## src/rtl/mips_multicycle_ctrl_if.sv

```systemverilog
`timescale 1ns/1ps
`default_nettype none
// ---------------------------------------------------------------------------
// mips_multicycle_ctrl_if : IR fields, memory handshake and datapath controls
// Revision: 1.0
// ---------------------------------------------------------------------------
interface mips_multicycle_ctrl_if #(
    parameter int OPW    = 6,
    parameter int ALUOPW = 3
);
    logic [OPW-1:0]    opcode;
    logic [OPW-1:0]    funct;
    logic              zero;
    logic              mem_ready;
    logic              mem_rd;
    logic              mem_wr;
    logic              iord;
    logic              ir_we;
    logic              pc_we;
    logic [1:0]        pc_src;
    logic              ImmorReg;
    logic [ALUOPW-1:0] alu_op;
    logic              reg_we;
    logic              reg_dst;
    logic              wb_sel;
    logic              instr_done;
    logic              illegal;

    modport master (
        input  opcode, funct, zero, mem_ready,
        output mem_rd, mem_wr, iord, ir_we, pc_we, pc_src, ImmorReg,
               alu_op, reg_we, reg_dst, wb_sel, instr_done, illegal
    );

    modport slave (
        output opcode, funct, zero, mem_ready,
        input  mem_rd, mem_wr, iord, ir_we, pc_we, pc_src, ImmorReg,
               alu_op, reg_we, reg_dst, wb_sel, instr_done, illegal
    );
endinterface
`default_nettype wire

```

## src/rtl/mips_multicycle_ctrl.sv

```systemverilog
`timescale 1ns/1ps
`default_nettype none
// ---------------------------------------------------------------------------
// mips_multicycle_ctrl : multi-cycle MIPS control FSM (MIPS_CTRL_PERF_EN adds perf counters)
// Revision: 1.0
// ---------------------------------------------------------------------------
module mips_multicycle_ctrl #(
    parameter int OPW    = 6,
    parameter int ALUOPW = 3
) (
    input  logic                  clk,
    input  logic                  rst,
    mips_multicycle_ctrl_if.master bus
`ifdef MIPS_CTRL_PERF_EN
    ,
    output logic [31:0]           cycle_cnt,
    output logic [31:0]           instr_cnt
`endif
);

    localparam logic [OPW-1:0] c_OP_RTYPE = OPW'(6'b000000);
    localparam logic [OPW-1:0] c_OP_ADDI  = OPW'(6'b001000);
    localparam logic [OPW-1:0] c_OP_ANDI  = OPW'(6'b001100);
    localparam logic [OPW-1:0] c_OP_ORI   = OPW'(6'b001101);
    localparam logic [OPW-1:0] c_OP_LW    = OPW'(6'b100011);
    localparam logic [OPW-1:0] c_OP_SW    = OPW'(6'b101011);
    localparam logic [OPW-1:0] c_OP_BEQ   = OPW'(6'b000100);
    localparam logic [OPW-1:0] c_OP_J     = OPW'(6'b000010);

    localparam logic [OPW-1:0] c_FN_ADD   = OPW'(6'b100000);
    localparam logic [OPW-1:0] c_FN_SUB   = OPW'(6'b100010);
    localparam logic [OPW-1:0] c_FN_AND   = OPW'(6'b100100);
    localparam logic [OPW-1:0] c_FN_OR    = OPW'(6'b100101);
    localparam logic [OPW-1:0] c_FN_SLT   = OPW'(6'b101010);

    localparam logic [ALUOPW-1:0] c_ALU_ADD = ALUOPW'(0);
    localparam logic [ALUOPW-1:0] c_ALU_SUB = ALUOPW'(1);
    localparam logic [ALUOPW-1:0] c_ALU_AND = ALUOPW'(2);
    localparam logic [ALUOPW-1:0] c_ALU_OR  = ALUOPW'(3);
    localparam logic [ALUOPW-1:0] c_ALU_SLT = ALUOPW'(4);

    typedef enum logic [3:0] {
        S_IDLE   = 4'd0,
        S_FETCH  = 4'd1,
        S_DECODE = 4'd2,
        S_EXEC_R = 4'd3,
        S_EXEC_I = 4'd4,
        S_ADDR   = 4'd5,
        S_MEM_RD = 4'd6,
        S_MEM_WR = 4'd7,
        S_WB_ALU = 4'd8,
        S_WB_MEM = 4'd9,
        S_BRANCH = 4'd10,
        S_JUMP   = 4'd11
    } state_e;

    state_e             state_q, state_d;
    logic [OPW-1:0]     op_q, op_d;
    logic [OPW-1:0]     funct_q, funct_d;
    logic               imm_q, imm_d;
    logic               br_q, br_d;

    logic               w_mem_rd, w_mem_wr, w_iord, w_ir_we, w_pc_we;
    logic [1:0]         w_pc_src;
    logic [ALUOPW-1:0]  w_alu_op;
    logic               w_reg_we, w_reg_dst, w_wb_sel, w_instr_done, w_illegal;

    function automatic logic f_rtype_ok(input logic [OPW-1:0] fn);
        return (fn == c_FN_ADD) || (fn == c_FN_SUB) || (fn == c_FN_AND) ||
               (fn == c_FN_OR)  || (fn == c_FN_SLT);
    endfunction

    function automatic logic [ALUOPW-1:0] f_rtype_alu(input logic [OPW-1:0] fn);
        case (fn)
            c_FN_SUB: return c_ALU_SUB;
            c_FN_AND: return c_ALU_AND;
            c_FN_OR:  return c_ALU_OR;
            c_FN_SLT: return c_ALU_SLT;
            default:  return c_ALU_ADD;
        endcase
    endfunction

    always_ff @(posedge clk or posedge rst) begin
        if (rst) begin
            state_q <= S_IDLE;
            op_q    <= '0;
            funct_q <= '0;
            imm_q   <= 1'b1;
            br_q    <= 1'b0;
        end else begin
            state_q <= state_d;
            op_q    <= op_d;
            funct_q <= funct_d;
            imm_q   <= imm_d;
            br_q    <= br_d;
        end
    end

    always_comb begin
        state_d      = state_q;
        op_d         = op_q;
        funct_d      = funct_q;
        imm_d        = imm_q;
        br_d         = 1'b0;
        w_mem_rd     = 1'b0;
        w_mem_wr     = 1'b0;
        w_iord       = 1'b0;
        w_ir_we      = 1'b0;
        w_pc_we      = 1'b0;
        w_pc_src     = 2'd0;
        w_alu_op     = c_ALU_ADD;
        w_reg_we     = 1'b0;
        w_reg_dst    = 1'b0;
        w_wb_sel     = 1'b0;
        w_instr_done = 1'b0;
        w_illegal    = 1'b0;

        case (state_q)
            S_IDLE: state_d = S_FETCH;
            S_FETCH: begin
                w_mem_rd = 1'b1;
                if (bus.mem_ready) begin
                    w_ir_we = 1'b1;
                    w_pc_we = 1'b1;
                    state_d = S_DECODE;
                end
            end
            S_DECODE: begin
                state_d = S_FETCH;
                case (bus.opcode)
                    c_OP_RTYPE: if (f_rtype_ok(bus.funct)) state_d = S_EXEC_R;
                    c_OP_ADDI, c_OP_ANDI, c_OP_ORI: state_d = S_EXEC_I;
                    c_OP_LW, c_OP_SW: state_d = S_ADDR;
                    c_OP_BEQ: state_d = S_BRANCH;
                    c_OP_J:   state_d = S_JUMP;
                    default: ;
                endcase
                if (state_d == S_FETCH) begin
                    w_illegal = 1'b1;
                end else begin
                    op_d    = bus.opcode;
                    funct_d = bus.funct;
                end
            end
            S_EXEC_R: begin
                w_alu_op  = f_rtype_alu(funct_q);
                w_reg_dst = 1'b1;
                state_d   = S_WB_ALU;
            end
            S_EXEC_I: begin
                if (op_q == c_OP_ANDI)     w_alu_op = c_ALU_AND;
                else if (op_q == c_OP_ORI) w_alu_op = c_ALU_OR;
                state_d = S_WB_ALU;
            end
            S_ADDR: state_d = (op_q == c_OP_LW) ? S_MEM_RD : S_MEM_WR;
            S_MEM_RD: begin
                w_mem_rd = 1'b1;
                w_iord   = 1'b1;
                if (bus.mem_ready) state_d = S_WB_MEM;
            end
            S_MEM_WR: begin
                w_mem_wr = 1'b1;
                w_iord   = 1'b1;
                if (bus.mem_ready) begin
                    w_instr_done = 1'b1;
                    state_d      = S_FETCH;
                end
            end
            S_WB_ALU: begin
                w_reg_we     = 1'b1;
                w_reg_dst    = (op_q == c_OP_RTYPE);
                w_instr_done = 1'b1;
                state_d      = S_FETCH;
            end
            S_WB_MEM: begin
                w_reg_we     = 1'b1;
                w_wb_sel     = 1'b1;
                w_instr_done = 1'b1;
                state_d      = S_FETCH;
            end
            // beq takes two BRANCH cycles: compare first, then commit on the settled zero flag
            S_BRANCH: begin
                w_alu_op = c_ALU_SUB;
                if (!br_q) begin
                    br_d = 1'b1;
                end else begin
                    w_pc_we      = bus.zero;
                    w_pc_src     = 2'd1;
                    w_instr_done = 1'b1;
                    state_d      = S_FETCH;
                end
            end
            S_JUMP: begin
                w_pc_we      = 1'b1;
                w_pc_src     = 2'd2;
                w_instr_done = 1'b1;
                state_d      = S_FETCH;
            end
            default: state_d = S_IDLE;
        endcase

        // B-operand select is registered on entry to an ALU state so the mux never sees a glitch
        if (state_d == S_EXEC_R || state_d == S_BRANCH) begin
            imm_d = 1'b1;
        end else if (state_d == S_EXEC_I || state_d == S_ADDR) begin
            imm_d = 1'b0;
        end
    end

    assign bus.mem_rd     = w_mem_rd;
    assign bus.mem_wr     = w_mem_wr;
    assign bus.iord       = w_iord;
    assign bus.ir_we      = w_ir_we;
    assign bus.pc_we      = w_pc_we;
    assign bus.pc_src     = w_pc_src;
    assign bus.ImmorReg   = imm_q;
    assign bus.alu_op     = w_alu_op;
    assign bus.reg_we     = w_reg_we;
    assign bus.reg_dst    = w_reg_dst;
    assign bus.wb_sel     = w_wb_sel;
    assign bus.instr_done = w_instr_done;
    assign bus.illegal    = w_illegal;

`ifdef MIPS_CTRL_PERF_EN
    logic [31:0] cycle_cnt_q;
    logic [31:0] instr_cnt_q;

    always_ff @(posedge clk or posedge rst) begin
        if (rst) begin
            cycle_cnt_q <= 32'd0;
            instr_cnt_q <= 32'd0;
        end else begin
            if (state_q != S_IDLE) cycle_cnt_q <= cycle_cnt_q + 32'd1;
            if (w_instr_done)      instr_cnt_q <= instr_cnt_q + 32'd1;
        end
    end

    assign cycle_cnt = cycle_cnt_q;
    assign instr_cnt = instr_cnt_q;
`endif

endmodule
`default_nettype wire

```

## src/flat_wrapper.sv

```systemverilog
// flat-port wrapper written by rule: the top's interface ports become plain ports
module mips_multicycle_ctrl_flat 
#(
    parameter int OPW    = 6,
    parameter int ALUOPW = 3
)
  (clk, rst, bus_opcode, bus_funct, bus_zero, bus_mem_ready, bus_mem_rd, bus_mem_wr, bus_iord, bus_ir_we, bus_pc_we, bus_pc_src, bus_ImmorReg, bus_alu_op, bus_reg_we, bus_reg_dst, bus_wb_sel, bus_instr_done, bus_illegal);
  mips_multicycle_ctrl_if #(.OPW(OPW), .ALUOPW(ALUOPW)) bus_i ();
  input  logic clk;
  input  logic rst;
  input wire logic [$bits(bus_i.opcode)-1:0] bus_opcode;
  input wire logic [$bits(bus_i.funct)-1:0] bus_funct;
  input wire logic [$bits(bus_i.zero)-1:0] bus_zero;
  input wire logic [$bits(bus_i.mem_ready)-1:0] bus_mem_ready;
  output wire logic [$bits(bus_i.mem_rd)-1:0] bus_mem_rd;
  output wire logic [$bits(bus_i.mem_wr)-1:0] bus_mem_wr;
  output wire logic [$bits(bus_i.iord)-1:0] bus_iord;
  output wire logic [$bits(bus_i.ir_we)-1:0] bus_ir_we;
  output wire logic [$bits(bus_i.pc_we)-1:0] bus_pc_we;
  output wire logic [$bits(bus_i.pc_src)-1:0] bus_pc_src;
  output wire logic [$bits(bus_i.ImmorReg)-1:0] bus_ImmorReg;
  output wire logic [$bits(bus_i.alu_op)-1:0] bus_alu_op;
  output wire logic [$bits(bus_i.reg_we)-1:0] bus_reg_we;
  output wire logic [$bits(bus_i.reg_dst)-1:0] bus_reg_dst;
  output wire logic [$bits(bus_i.wb_sel)-1:0] bus_wb_sel;
  output wire logic [$bits(bus_i.instr_done)-1:0] bus_instr_done;
  output wire logic [$bits(bus_i.illegal)-1:0] bus_illegal;
  assign bus_i.opcode = bus_opcode;
  assign bus_i.funct = bus_funct;
  assign bus_i.zero = bus_zero;
  assign bus_i.mem_ready = bus_mem_ready;
  assign bus_mem_rd = bus_i.mem_rd;
  assign bus_mem_wr = bus_i.mem_wr;
  assign bus_iord = bus_i.iord;
  assign bus_ir_we = bus_i.ir_we;
  assign bus_pc_we = bus_i.pc_we;
  assign bus_pc_src = bus_i.pc_src;
  assign bus_ImmorReg = bus_i.ImmorReg;
  assign bus_alu_op = bus_i.alu_op;
  assign bus_reg_we = bus_i.reg_we;
  assign bus_reg_dst = bus_i.reg_dst;
  assign bus_wb_sel = bus_i.wb_sel;
  assign bus_instr_done = bus_i.instr_done;
  assign bus_illegal = bus_i.illegal;
  mips_multicycle_ctrl #(.OPW(OPW), .ALUOPW(ALUOPW)) u_core (.clk(clk), .rst(rst), .bus(bus_i));
endmodule
```

## config.mk

```make
export PLATFORM = sky130hd
export DESIGN_NAME = mips_multicycle_ctrl_flat
export DESIGN_NICKNAME = d
export VERILOG_FILES = /design/src/rtl/mips_multicycle_ctrl_if.sv /design/src/rtl/mips_multicycle_ctrl.sv /design/src/flat_wrapper.sv
export SDC_FILE = /design/constraint.sdc
export NUM_CORES = 1
export LEC_CHECK = 0
export BUFFER_PORTS_ARGS = -buffer_cell sky130_fd_sc_hd__buf_2
export CAP_MARGIN = 20
export CORE_UTILIZATION = 55
export DETAILED_ROUTE_END_ITERATION = 8
export PLACE_DENSITY_LB_ADDON = 0.12
export SYNTH_ARGS = -nofsm -noshare
export SYNTH_HDL_FRONTEND = slang
export SYNTH_SLANG_ARGS = --single-unit
```

## constraint.sdc

```tcl
create_clock -name clk -period 3.8 [get_ports clk]
set_input_delay 0.19 -clock clk [delete_from_list [all_inputs] [get_ports clk]]
set_output_delay 0.19 -clock clk [all_outputs]
set_load 0.1 [all_outputs]
```

==> impl_metrics.yaml <==
route:
  drt_iter0_drc: 24
  remaining_drc_errors: 0
  vias: 1085
  ant_nets: 0
  routedWlPerCell_um: 13.78
  drt-total-wl_mm: 2.591
  via_per_inst: 5.771
  drt_first_pass_iters: 4
die:
  die_area_um2: 2311
  core_um2: 1982
  rows: 16
  ios: 32
  die_h_um: 48.07
  dieWidth_um: 48.07
  start_util: 0.5890
sta:
  period_minus_slack_ns: 2.420
  hold_viol: 17
  worstMarginPinSlew_ns: 0.6807
  hold_ws_ns: -0.03428
  rsz0062_at_grt: "no"
  finalCritPeriodShare: 0.6370
  maxSlewHeadroom: 0.5457
  slew_violations: 0
  tns_ns: 0
  worst_slack_ns: 1.380
  fmax_ghz: 0.4131
  setup_viol: 0
  skew_ns: 0.0008482
synth:
  synth_xor_area_frac: 0.007503
  synth.top_cell.area_share: 0.3644
  synth_area_um2: 1167
  yosys-mux-area-fraction: 0.1147
  ys_ff_latch: 18
  yosysWarnings: 0
  synth.avg_cell_area_um2: 8.911
  synth_top_cell_by_area: "dfrtp_1"
  yosysUniqueCellTypes: 43
  synth-compound-area-share: 0.1597
  synth_top_family_by_area: "simple AND/OR/NAND/NOR gates"
  seq_area_frac_synth: 0.3869
  synth_edf_count: 0
  synthAdderAreaFrac: 0.008574
  synth.area.top_cells: "dfrtp_1 (36%), mux2_1 (8.7%), nor2_1 (5.1%)"
  yosys.area_share.simple: 0.2765
  synthFlopType: "dfrtp_1"
  syn-num-nets: 147
  synthCells: 131
  synthTopCellsByCount: "dfrtp_1 (17), nor2_1 (16), nand2_1 (10)"
  synth-async-reset-ratio: 1.000
  synth.most_common_cell: "dfrtp_1"
place:
  gp_congestion: 0.8905
  place_hpwl_mm: 1.995
  place_ws_ns: 1.748
  placed_area_um2: 1345
  port_buffers: 31
critical_path:
  critPathKind: "reg -> out"
  cp_num_cells: 6
  crit_fanout: 16
  cp-startpoint: "u_core.state_q[1]"
  cp.arrival_ns: 2.23
  crit_path_start_kind: "flip-flop"
  cp_cell_sequence: "or2_1 -> nor4_1 -> and4_1 -> nand2_1 -> nand3_1 -> buf_2"
  required_ns: 3.61
  max_stage_delay_ns: 0.55
  r2r_cells: 6
  cp.buffers_inverters: 1
  rrSetupSlack_ns: 1.87
  crit_path_top_delay_cell: "dfrtp_1"
  crit_end: "bus_alu_op[0]"
  r2r-start: "u_core.state_q[1]"
  endpoint_kind: "primary output"
  r2r-end: "u_core.bus.ImmorReg"
  critPathTopFamily: "simple AND/OR/NAND/NOR gates"
cts:
  clock-root-buffer: "clkbuf_4"
  cts_resized: 0
  holdBufCountCts: 0
  clkLatencyLatePin_ns: 0.30
  ctsLongestPathBuffers: 2
  cts_tree: "yes"
  clk_pin_slew_ns: 0.11
  cts_setup_buffers: 0
  htree_num_levels: 1
  cts_buffers: 3
  cts.sinks: 18
power:
  swShare: 0.5880
  intPower_mw: 0.4893
  pwr-share-comb: 0.594
  p_seq_frac: 0.302
  p_clk_frac: 0.104
  p_sw_mw: 0.6984
  cellLeakagePower_nw: 0.6996
  pwr_density_cell_nw_per_um2: 859.8
  ir_worst_vdd_v: 0.0007730
outcome:
  violations: "negative hold slack"
  status: "finished with violations"
run:
  max-cap-violations: 0
finish:
  syn_to_final_growth_pct: 18.33
  fill_cells: 176
  multi_input_area_um2: 674.4
  fin_nets: 178
  finalCoreUtilization: 0.6970
  seqCellArea_um2: 451.7
  drive_above_1_share: 0.2857
  final_area_um2: 1381
  n_antenna_cell: 0
global_routing:
  grt_usage: 0.2529
  grt_first_pass_wirelength_mm: 3.946
  grt.overflow.total: 0
  grt_start_max_net_pins: 19
  antenna_found_initial: 0
  grt_pass1_vias: 883
min_path:
  hp-class: "in -> async"
## state kept, by name, indices dropped and copies added, names as in the netlist
name                 flops
u_core.funct_q           6
u_core.op_q              6
u_core.bus.ImmorReg      1
u_core.state_q           4
u_core.br_q              1
## power by group through the flow
stage | Combinational, mW | Sequential [mW] | Clock (mW)
floorplan | 0.606 | 0.346 | 0
global placement | 0.704 | 0.354 | 0
detailed placement | 0.706 | 0.361 | 0
CTS | 0.707 | 0.356 | 0.123
global route | 0.753 | 0.371 | 0.129
finish | 0.706 | 0.359 | 0.123
## placed cells by master, fill, tap and decap left out, types with 3 or more instances in the layout
cell,n
a21oi_1,9
a31oi_1,3
buf_2,31
clkbuf_4,3
dfrtp_1,17
inv_1,8
mux2_1,9
nand2_1,10
nand2b_1,5
nand3_1,3
nor2_1,16
nor3_1,5
nor4_1,3
## metal layers
| metal | part of all wire | routed length (um) | GRT usage | vias to the layer above |
|---|---|---|---|---|
| met2 | 0.45 | 1158 | 0.3892 | 41 |
| met1 | 0.48 | 1242 | 0.3427 | 501 |
| li1 | - | - | - | 539 |
| met4 | 0.012 | 31 | 0.08333 | 0 |
| met3 | 0.061 | 159 | 0.07170 | 4 |
| met5 | 0 | 0 | 0 | - |
## how the worst min path moves through the flow
| stage | to | depth (start not counted) | slack [ns] |
|---|---|---|---|
| 2_1_floorplan | u_core.br_q | 1 | 0.13 |
| 3_3_place_gp | u_core.op_q[0] | 2 | 0.32 |
| 3_5_place_dp | u_core.op_q[0] | 2 | 0.33 |
| 4_1_cts | u_core.op_q[5] | 2 | 0.002 |
| 5_1_grt | u_core.op_q[5] | 2 | 0.05 |
| 6_report | u_core.op_q[0] | 2 | -0.03 |
## layout make-up
cell class,instances,area share
Multi-Input combinational cell,100,0.4882
Timing Repair Buffer,31,0.1123
Clock buffer,4,0.02627
Sequential cell,18,0.3270
Tap cell,27,0.02446
Inverter,8,0.02174
## per-stage QoR
step	instances	total power, mW	hold WS, ns
floorplan	131	0.9523	0.1278
global placement	184	1.058	0.3202
detailed placement	184	1.067	0.3323
CTS	188	1.186	0.001617
global route	188	1.253	0.04866
finish	188	1.188	-0.03428
## cell families after synthesis
family	count (synthesis)
AND/OR/NAND/NOR	59
AO/OA/AOI/OAI	27
flip-flops	18
buffers and inverters	13
multiplexers	12
XOR/XNOR	1
adder cells (fa/ha/maj)	1
No activity file was read; power rests on OpenSTA's default activity.
